==> src/rtl/fetch_stage.sv <==
// RV32I IF stage: PC register, next-PC select and IF/ID pipeline register.
// Optional static BTFN branch prediction via `define FETCH_BTFN_PREDICT_EN.
module fetch_stage #(
  parameter logic [31:0] RESET_PC  = 32'h0000_0000,
  parameter logic [31:0] NOP_INSTR = 32'h0000_0013
) (
  input  logic        clk,
  input  logic        rst,
  output logic [31:0] pcF,
  input  logic [31:0] instrF,
  input  logic        stallF,
  input  logic        stallD,
  input  logic        flushD,
  input  logic        redirect_valid,
  input  logic [31:0] redirect_pc,
  output logic [31:0] pcD,
  output logic [31:0] instrD,
  output logic [31:0] pc_plus4D,
  output logic        validD,
  output logic        pred_takenD,
  output logic [31:0] fetch_count
);

  localparam logic [31:0] ALIGN = 32'hFFFF_FFFC;

  logic [31:0] pc_q, pc_d;
  logic [31:0] pc_plus4;
  logic [31:0] pcD_q, instrD_q, p4D_q;
  logic [31:0] cnt_q;
  logic        validD_q;
  logic        capture;
  logic        pred;

  assign pc_plus4 = pc_q + 32'd4;
  assign capture  = !flushD && !stallD;

`ifdef FETCH_BTFN_PREDICT_EN
  logic [31:0] bimm;
  logic [31:0] pred_target;
  logic        predD_q;

  // Backward conditional branches (negative B-immediate) are predicted taken.
  assign bimm = {{19{instrF[31]}}, instrF[31], instrF[7],
                 instrF[30:25], instrF[11:8], 1'b0};
  assign pred_target = pc_q + bimm;
  assign pred = (instrF[6:0] == 7'b1100011) && instrF[31]
                && !stallF && !redirect_valid;

  // Next-PC select: redirect > stall > prediction > sequential.
  always_comb begin
    pc_d = pc_plus4;
    if (redirect_valid)
      pc_d = redirect_pc & ALIGN;
    else if (stallF)
      pc_d = pc_q;
    else if (pred)
      pc_d = pred_target & ALIGN;
  end

  // Prediction bit travels alongside the instruction into ID.
  always_ff @(posedge clk or posedge rst) begin
    if (rst)
      predD_q <= 1'b0;
    else if (flushD)
      predD_q <= 1'b0;
    else if (!stallD)
      predD_q <= pred;
  end

  assign pred_takenD = predD_q;
`else
  assign pred = 1'b0;

  // Next-PC select: redirect > stall > sequential.
  always_comb begin
    pc_d = pc_plus4;
    if (redirect_valid)
      pc_d = redirect_pc & ALIGN;
    else if (stallF)
      pc_d = pc_q;
  end

  assign pred_takenD = pred;
`endif

  // PC register; low two bits are kept clear so fetch stays word aligned.
  always_ff @(posedge clk or posedge rst) begin
    if (rst)
      pc_q <= RESET_PC & ALIGN;
    else
      pc_q <= pc_d & ALIGN;
  end

  // IF/ID register: flush inserts a bubble, stall holds, otherwise capture.
  always_ff @(posedge clk or posedge rst) begin
    if (rst) begin
      pcD_q    <= 32'd0;
      instrD_q <= NOP_INSTR;
      p4D_q    <= 32'd0;
      validD_q <= 1'b0;
    end else if (flushD) begin
      instrD_q <= NOP_INSTR;
      validD_q <= 1'b0;
    end else if (!stallD) begin
      pcD_q    <= pc_q;
      instrD_q <= instrF;
      p4D_q    <= pc_plus4;
      validD_q <= 1'b1;
    end
  end

  // Count of instructions accepted into ID.
  always_ff @(posedge clk or posedge rst) begin
    if (rst)
      cnt_q <= 32'd0;
    else if (capture)
      cnt_q <= cnt_q + 32'd1;
  end

  assign pcF         = pc_q;
  assign pcD         = pcD_q;
  assign instrD      = instrD_q;
  assign pc_plus4D   = p4D_q;
  assign validD      = validD_q;
  assign fetch_count = cnt_q;

endmodule

==> config.mk <==
export PLATFORM = sky130hd
export DESIGN_NAME = fetch_stage
export DESIGN_NICKNAME = d
export VERILOG_FILES = /design/src/rtl/fetch_stage.sv
export SDC_FILE = /design/constraint.sdc
export NUM_CORES = 1
export LEC_CHECK = 0
export ABC_AREA = 0
export BUFFER_PORTS_ARGS = -buffer_cell sky130_fd_sc_hd__buf_2
export CAP_MARGIN = 15
export CORE_MARGIN = 2
export CORE_UTILIZATION = 55
export CTS_BUF_LIST = sky130_fd_sc_hd__clkbuf_8
export DETAILED_ROUTE_END_ITERATION = 12
export PLACE_DENSITY = 0.85
export REMOVE_ABC_BUFFERS = 1
export SKIP_LAST_GASP = 1
export SLEW_MARGIN = 20
export SYNTH_ARGS = -nofsm -noshare
export SYNTH_HDL_FRONTEND = slang
export SYNTH_SLANG_ARGS = --single-unit
==> constraint.sdc <==
create_clock -name clk -period 8.5 [get_ports clk]
set_clock_uncertainty 0.05 [all_clocks]
set_input_delay 1.275 -clock clk [delete_from_list [all_inputs] [get_ports clk]]
set_output_delay 1.275 -clock clk [all_outputs]
set_load 0.005 [all_outputs]
==> impl_metrics.env, run 1 <==
export IMPL_cts_hold_buf=0
export IMPL_r2r_start="pcF[11]$_DFFE_PP0P_"
export IMPL_gp_congestion=0.876
export IMPL_synth_top_flop_cell="dfrtp_1"
export IMPL_p_per_area_nw_per_um2=190
export IMPL_hold_violations=0
export IMPL_tns_ns=0
export IMPL_synth_seq_area_share=0.527
export IMPL_antenna_found_initial=1
export IMPL_vias=6417
export IMPL_regArea_sq_um=3880
export IMPL_ys_types=53
export IMPL_grt_usage=0.280
export IMPL_fill_cells=1062
export IMPL_first_pass_iters=4
export IMPL_rows=42
export IMPL_clk_latency_ns=0.45
export IMPL_avgSynthCellArea_sq_um=9.65
export IMPL_start_util=0.560
export IMPL_clk_pin_slew_ns=0.08
export IMPL_synth_largest_area_cell="dfrtp_1"
export IMPL_fin_cells=1147
export IMPL_rrSetupSlack_ns=5.97
export IMPL_worstSetupStartpointType="input port"
export IMPL_critPathRequiredTime_ns=8.82
export IMPL_nNetsFinal=1029
export IMPL_place_inst=1114
export IMPL_io_buffers=222
export IMPL_synth_edf_count=0
export IMPL_syn_inst=763
export IMPL_arrival_ns=3.58
export IMPL_fp_dieArea_sq_um=14300
export IMPL_initialDrtViolationCount=413
export IMPL_die_height_um=120
export IMPL_synth_area_leaders="dfrtp_1 52%, nand2_1 7.3%, xnor2_1 4.4%"
export IMPL_synth_top_area_share=0.517
export IMPL_whs_ns=0.421
export IMPL_final_max_slew_viol_count=0
export IMPL_vias_per_cell=5.59
export IMPL_finalCriticalPeriod_ns=3.26
export IMPL_fp_dieW_um=120
export IMPL_clock_sinks=155
export IMPL_hpwl_mm=13.4
export IMPL_remaining_drc_errors=0
export IMPL_wl_per_cell_um=16.8
export IMPL_tightestPinTransition_ns=1.06
export IMPL_slew_headroom=0.290
export IMPL_drv_cap=0
export IMPL_max_freq_mhz=307
export IMPL_fin_crit_sh=0.383
export IMPL_multi_input_area_sq_um=3190
export IMPL_drtAntennaViolNets=0
export IMPL_ir_worst_vdd_v=0.000119
export IMPL_core_area_sq_um=13100
export IMPL_grt_pass1_vias=6130
export IMPL_worst_hold_path_endpoint="pcD[30]$_DFFE_PP0P_"
export IMPL_syn2layout_area_growth_pct=20.3
export IMPL_cts_buffers_inserted=17
export IMPL_cts_resized_gates=0
export IMPL_path_class="input port to register"
export IMPL_layout_drive_gt1_share=0.277
export IMPL_ys_seq_elements=155
export IMPL_cts_root_buf="clkbuf_8"
export IMPL_r2r_end="pc_plus4D[29]$_DFFE_PP0P_"
export IMPL_p_leak_nw=4.43
export IMPL_grt_overflow_total=0
export IMPL_cts_tree="yes"
export IMPL_post_cts_setup_buffer_count=0
export IMPL_end_kind="register"
export IMPL_rsz0062_at_grt="no"
export IMPL_clockBufferDepth=2
export IMPL_cts_htree_levels=4
export IMPL_hold_path_depth=2
export IMPL_min_from="pcD[30]$_DFFE_PP0P_"
export IMPL_post_route_util=0.674
export IMPL_synth_commonest_cells="152 x dfrtp_1, 144 x nand2_1, 69 x nor2_1, 43 x o21ai_0, 37 x xnor2_1"
export IMPL_worst_r2r_cell_count=4
export IMPL_async_reset_ff_frac=1.00
export IMPL_syn_area_sq_um=7360
export IMPL_routed_wl_mm=19.3
export IMPL_yosysWarnings=0
export IMPL_grt_pass1_wl_mm=31.7
export IMPL_cp_max_fo=40
export IMPL_synth_most_common_cell="dfrtp_1"
export IMPL_status="finished clean"
export IMPL_setup_violations=0
export IMPL_pin_count=232
export IMPL_min_path_type="register to register"
export IMPL_grt_max_degree=92
cell type report:
class                   count  area share
multi-input cells         544       0.360
inverters                  14     0.00650
clock buffers              18      0.0280
diodes                      1    0.000283
repair buffers            225       0.128
well taps                 176      0.0249
clock inverters            14      0.0134
flip-flops and latches    155       0.439
report_power, final:
group | internal, mW | switching (mW) | leakage (nW) | total, mW
combinational | 0.126 | 0.149 | 2.29 | 0.275
sequential | 0.814 | 0.0735 | 1.94 | 0.888
clock | 0.260 | 0.261 | 0.203 | 0.520
total | 1.20 | 0.483 | 4.43 | 1.68
critical path, stage by stage:
cell and delay (ns):
buf_2 0.43, nor2_4 0.51, buf_4 0.47, nand3_1 0.26
nor4_1 0.42, xor2_1 0.19
registers in the layout, summed over array words and instances (netlist names):
register	cells
fetch_count	32
validD	1
pc_plus4D	30
pcD	30
instrD	32
pcF	30
layer usage:
| layer | routed length (um) | part of all wire | global-route usage | vias up |
|---|---|---|---|---|
| li1 | - | - | - | 3036 |
| met2 | 9240 | 0.48 | 0.447 | 261 |
| met1 | 8120 | 0.42 | 0.368 | 3092 |
| met4 | 327 | 0.017 | 0.115 | 0 |
| met3 | 1610 | 0.083 | 0.0713 | 28 |
| met5 | 0 | 0 | 0 | - |
cell usage in the layout (no fill, tap or decap), drive strengths merged, types with 12 or more instances in the layout:
master / count
a31oi: 20
buf: 225
clkbuf: 18
dfrtp: 152
inv: 21
mux2i: 30
nand2: 144
nand3: 27
nand4: 25
nor2: 69
nor3: 20
nor4: 17
o21ai: 43
or4: 12
xnor2: 37
xor2: 20
worst max-delay path by stage:
stage | from | endpoint | slack (ns) | cells past startpoint
after floorplan | rst | fetch_count[0]$_DFFE_PP0P_ | 3.00 | 1
after global placement | stallD | fetch_count[30]$_DFFE_PP0P_ | 4.91 | 6
after detailed placement | stallD | fetch_count[30]$_DFFE_PP0P_ | 4.80 | 6
after CTS | stallD | fetch_count[30]$_DFFE_PP0P_ | 5.26 | 6
after global routing | stallD | fetch_count[30]$_DFFE_PP0P_ | 5.04 | 6
final | stallD | fetch_count[30]$_DFFE_PP0P_ | 5.24 | 6
through the flow:
| step | instance area, sq um | total power [mW] | setup WS [ns] |
|---|---|---|---|
| floorplan | 7120 | 1.02 | 3.00 |
| global placement | 8480 | 1.16 | 4.91 |
| detailed placement | 8480 | 1.18 | 4.80 |
| CTS | 8850 | 1.70 | 5.26 |
| global route | 8850 | 1.77 | 5.04 |
| finish | 8850 | 1.68 | 5.24 |
logic make-up (layout without fill, tap and decap cells):
group / Yosys count / in the layout / synth area share
AND/OR/NAND/NOR: 355 / 355 / 0.238
flip-flops: 155 / 155 / 0.527
AO/OA/AOI/OAI: 93 / 93 / 0.0789
buffers and inverters: 70 / 271 / 0.0433
XOR/XNOR: 57 / 57 / 0.0678
multiplexers: 30 / 30 / 0.0408
adder cells (fa/ha/maj): 2 / 2 / 0.00340
other: 1 / 8 / 0.000509
No activity file was read; power rests on OpenSTA's default activity.
==> run 2, diff against run 1 <==
--- a/config.mk
+++ b/config.mk
@@ -9,10 +9,10 @@
 export BUFFER_PORTS_ARGS = -buffer_cell sky130_fd_sc_hd__buf_2
 export CAP_MARGIN = 15
 export CORE_MARGIN = 2
-export CORE_UTILIZATION = 55
+export CORE_UTILIZATION = 53
 export CTS_BUF_LIST = sky130_fd_sc_hd__clkbuf_8
 export DETAILED_ROUTE_END_ITERATION = 12
-export PLACE_DENSITY = 0.85
+export PLACE_DENSITY = 0.83
 export REMOVE_ABC_BUFFERS = 1
 export SKIP_LAST_GASP = 1
 export SLEW_MARGIN = 20
==> constraint.sdc (replaced) <==
create_clock -name clk -period 3.24 [get_ports clk]
set_clock_uncertainty 0.05 [all_clocks]
set_input_delay 0.486 -clock clk [delete_from_list [all_inputs] [get_ports clk]]
set_output_delay 0.486 -clock clk [all_outputs]
set_load 0.005 [all_outputs]
==> run 2 against run 1 <==
Effect of this change: largest cell class unchanged; flip-flop and latch count did not move; core utilization fell by 2.5 points; final area rose by 0.62%; combinational power rose to 2.7 times the previous value; non-clock buffer count rose by 10; clock-buffer cell count rose by 1; worst hold slack got worse by 0.23 ns.
==> impl_metrics.env, run 2 (synthesis results as in run 1) <==
export IMPL_clock_sinks=155
export IMPL_drv_cap=0
export IMPL_pin_count=232
export IMPL_rrSetupSlack_ns=0.78
export IMPL_cts_tree="yes"
export IMPL_core_area_sq_um=13700
export IMPL_die_height_um=122
export IMPL_drtAntennaViolNets=0
export IMPL_dp_slack_ns=0.787
export IMPL_cts_root_buf="clkbuf_8"
export IMPL_slew_headroom=0.451
export IMPL_cpLargestDelayFamily="simple AND/OR/NAND/NOR gates"
export IMPL_rows=43
export IMPL_syn2layout_area_growth_pct=21.0
export IMPL_p_leak_nw=4.47
export IMPL_clk_latency_ns=0.45
export IMPL_end_kind="register"
export IMPL_first_pass_iters=5
export IMPL_nNetsFinal=1039
export IMPL_clk_pin_slew_ns=0.09
export IMPL_hold_path_depth=3
export IMPL_grt_max_degree=78
export IMPL_initialDrtViolationCount=477
export IMPL_layout_drive_gt1_share=0.285
export IMPL_slowest_delay_ns=0.66
export IMPL_tightestPinTransition_ns=0.816
export IMPL_path_class="register to register"
export IMPL_cts_htree_levels=4
export IMPL_vias_per_cell=5.57
export IMPL_hold_violations=0
export IMPL_max_freq_mhz=407
export IMPL_ir_worst_vdd_v=0.000272
export IMPL_fp_dieArea_sq_um=14800
export IMPL_status="finished clean"
export IMPL_place_inst=1127
export IMPL_cp_startpoint="pcF[2]$_DFFE_PP0P_"
export IMPL_remaining_drc_errors=0
export IMPL_layout_setup_ws_ns=0.782
export IMPL_start_util=0.537
export IMPL_finalCriticalPeriod_ns=2.46
export IMPL_worst_r2r_cell_count=5
export IMPL_min_from="redirect_pc[28]"
export IMPL_layout_common_cells="222 x buf_2, 152 x dfrtp_1, 144 x nand2_1"
export IMPL_p_per_area_nw_per_um2=483
export IMPL_antenna_found_initial=0
export IMPL_r2r_end="pcF[22]$_DFFE_PP0P_"
export IMPL_grt_usage=0.263
export IMPL_critPathRequiredTime_ns=3.56
export IMPL_r2r_start="pcF[2]$_DFFE_PP0P_"
export IMPL_rsz0062_at_grt="no"
export IMPL_antenna_cells=0
export IMPL_final_max_slew_viol_count=0
export IMPL_io_buffers=222
export IMPL_fin_crit_sh=0.759
export IMPL_worstSetupStartpointType="register"
export IMPL_grt_pass1_wl_mm=30.4
export IMPL_fin_cells=1160
export IMPL_cp_max_fo=14
export IMPL_cts_resized_gates=0
export IMPL_cp_slowest_cell="or4_1"
export IMPL_post_route_util=0.649
export IMPL_vias=6459
export IMPL_grt_overflow_total=0
export IMPL_fp_dieW_um=122
export IMPL_worst_hold_path_endpoint="pcF[28]$_DFFE_PP0P_"
export IMPL_wl_per_cell_um=16.7
export IMPL_grt_pass1_vias=6029
export IMPL_routed_wl_mm=19.4
export IMPL_tns_ns=0
export IMPL_hpwl_mm=14.1
export IMPL_path_cells="ha_1 > and3_1 > nand4_1 > or4_1 > a31oi_1"
export IMPL_layout_commonest_cell="buf_2"
export IMPL_gp_congestion=0.851
export IMPL_arrival_ns=2.77
export IMPL_min_path_type="input port to register"
export IMPL_crit_buf_inv=0
export IMPL_clockBufferDepth=2
export IMPL_setup_violations=0
export IMPL_cts_buffers_inserted=17
run 2: cell types whose count changed in the layout (fill, tap and decap cells not counted), moves of 2 or more:
cell        previous run  this run
buf_4                  3        11
bufinv_16              2         0
clkinvlp_4             3         1
clkinv_4               0         2
clkinv_2               2         4
run 2: where the power goes:
group	internal, mW	switching, mW
Clock	0.549	0.686
Sequential	2.14	0.194
Combinational	0.337	0.398
Total	3.02	1.28
run 2: cell type report:
| cell class | instances | area, sq um |
|---|---|---|
| sequential | 155 | 3880 |
| tap | 180 | 225 |
| fill | 1143 | 4810 |
| clock buffer | 19 | 262 |
| clock inverter | 13 | 67.6 |
| multi-input combinational | 544 | 3190 |
| inverter | 14 | 57.6 |
| timing repair buffer | 235 | 1220 |
run 2: metal layers:
layer / global-route usage / part of all wire / up-vias
li1: - / - / 3052
met1: 0.348 / 0.43 / 3109
met2: 0.433 / 0.49 / 279
met3: 0.0646 / 0.072 / 19
met4: 0.0740 / 0.010 / 0
met5: 0 / 0 / -
run 2: worst max-delay path by stage:
stage                                  to  cells after the start
6_report              pcF[22]$_DFFE_PP0P_                      5
5_1_grt               pcF[26]$_DFFE_PP0P_                      5
4_1_cts               pcF[22]$_DFFE_PP0P_                      5
3_5_place_dp          pcF[22]$_DFFE_PP0P_                      5
3_3_place_gp    pc_plus4D[26]$_DFFE_PP0P_                      5
2_1_floorplan  fetch_count[0]$_DFFE_PP0P_                      1
run 2: worst min-delay path, cell delays in order:
cell     delay [ns]
buf_2          0.08
nand2_1        0.04
nand3_1        0.06
run 2: timing repair:
action	4_1_cts	5_1_grt
endpoints found under the hold margin	35	0
buffers inserted	0	0
hold buffers	1	0
run 2: metrics by stage:
| stage | power (mW) | hold slack [ns] | area (sq um) |
|---|---|---|---|
| after floorplan | 2.68 | 0.415 | 7120 |
| after global placement | 3.07 | 0.400 | 8570 |
| after detailed placement | 3.10 | 0.405 | 8570 |
| after CTS | 4.33 | 0.161 | 8910 |
| after global routing | 4.54 | 0.178 | 8910 |
| final | 4.30 | 0.194 | 8910 |
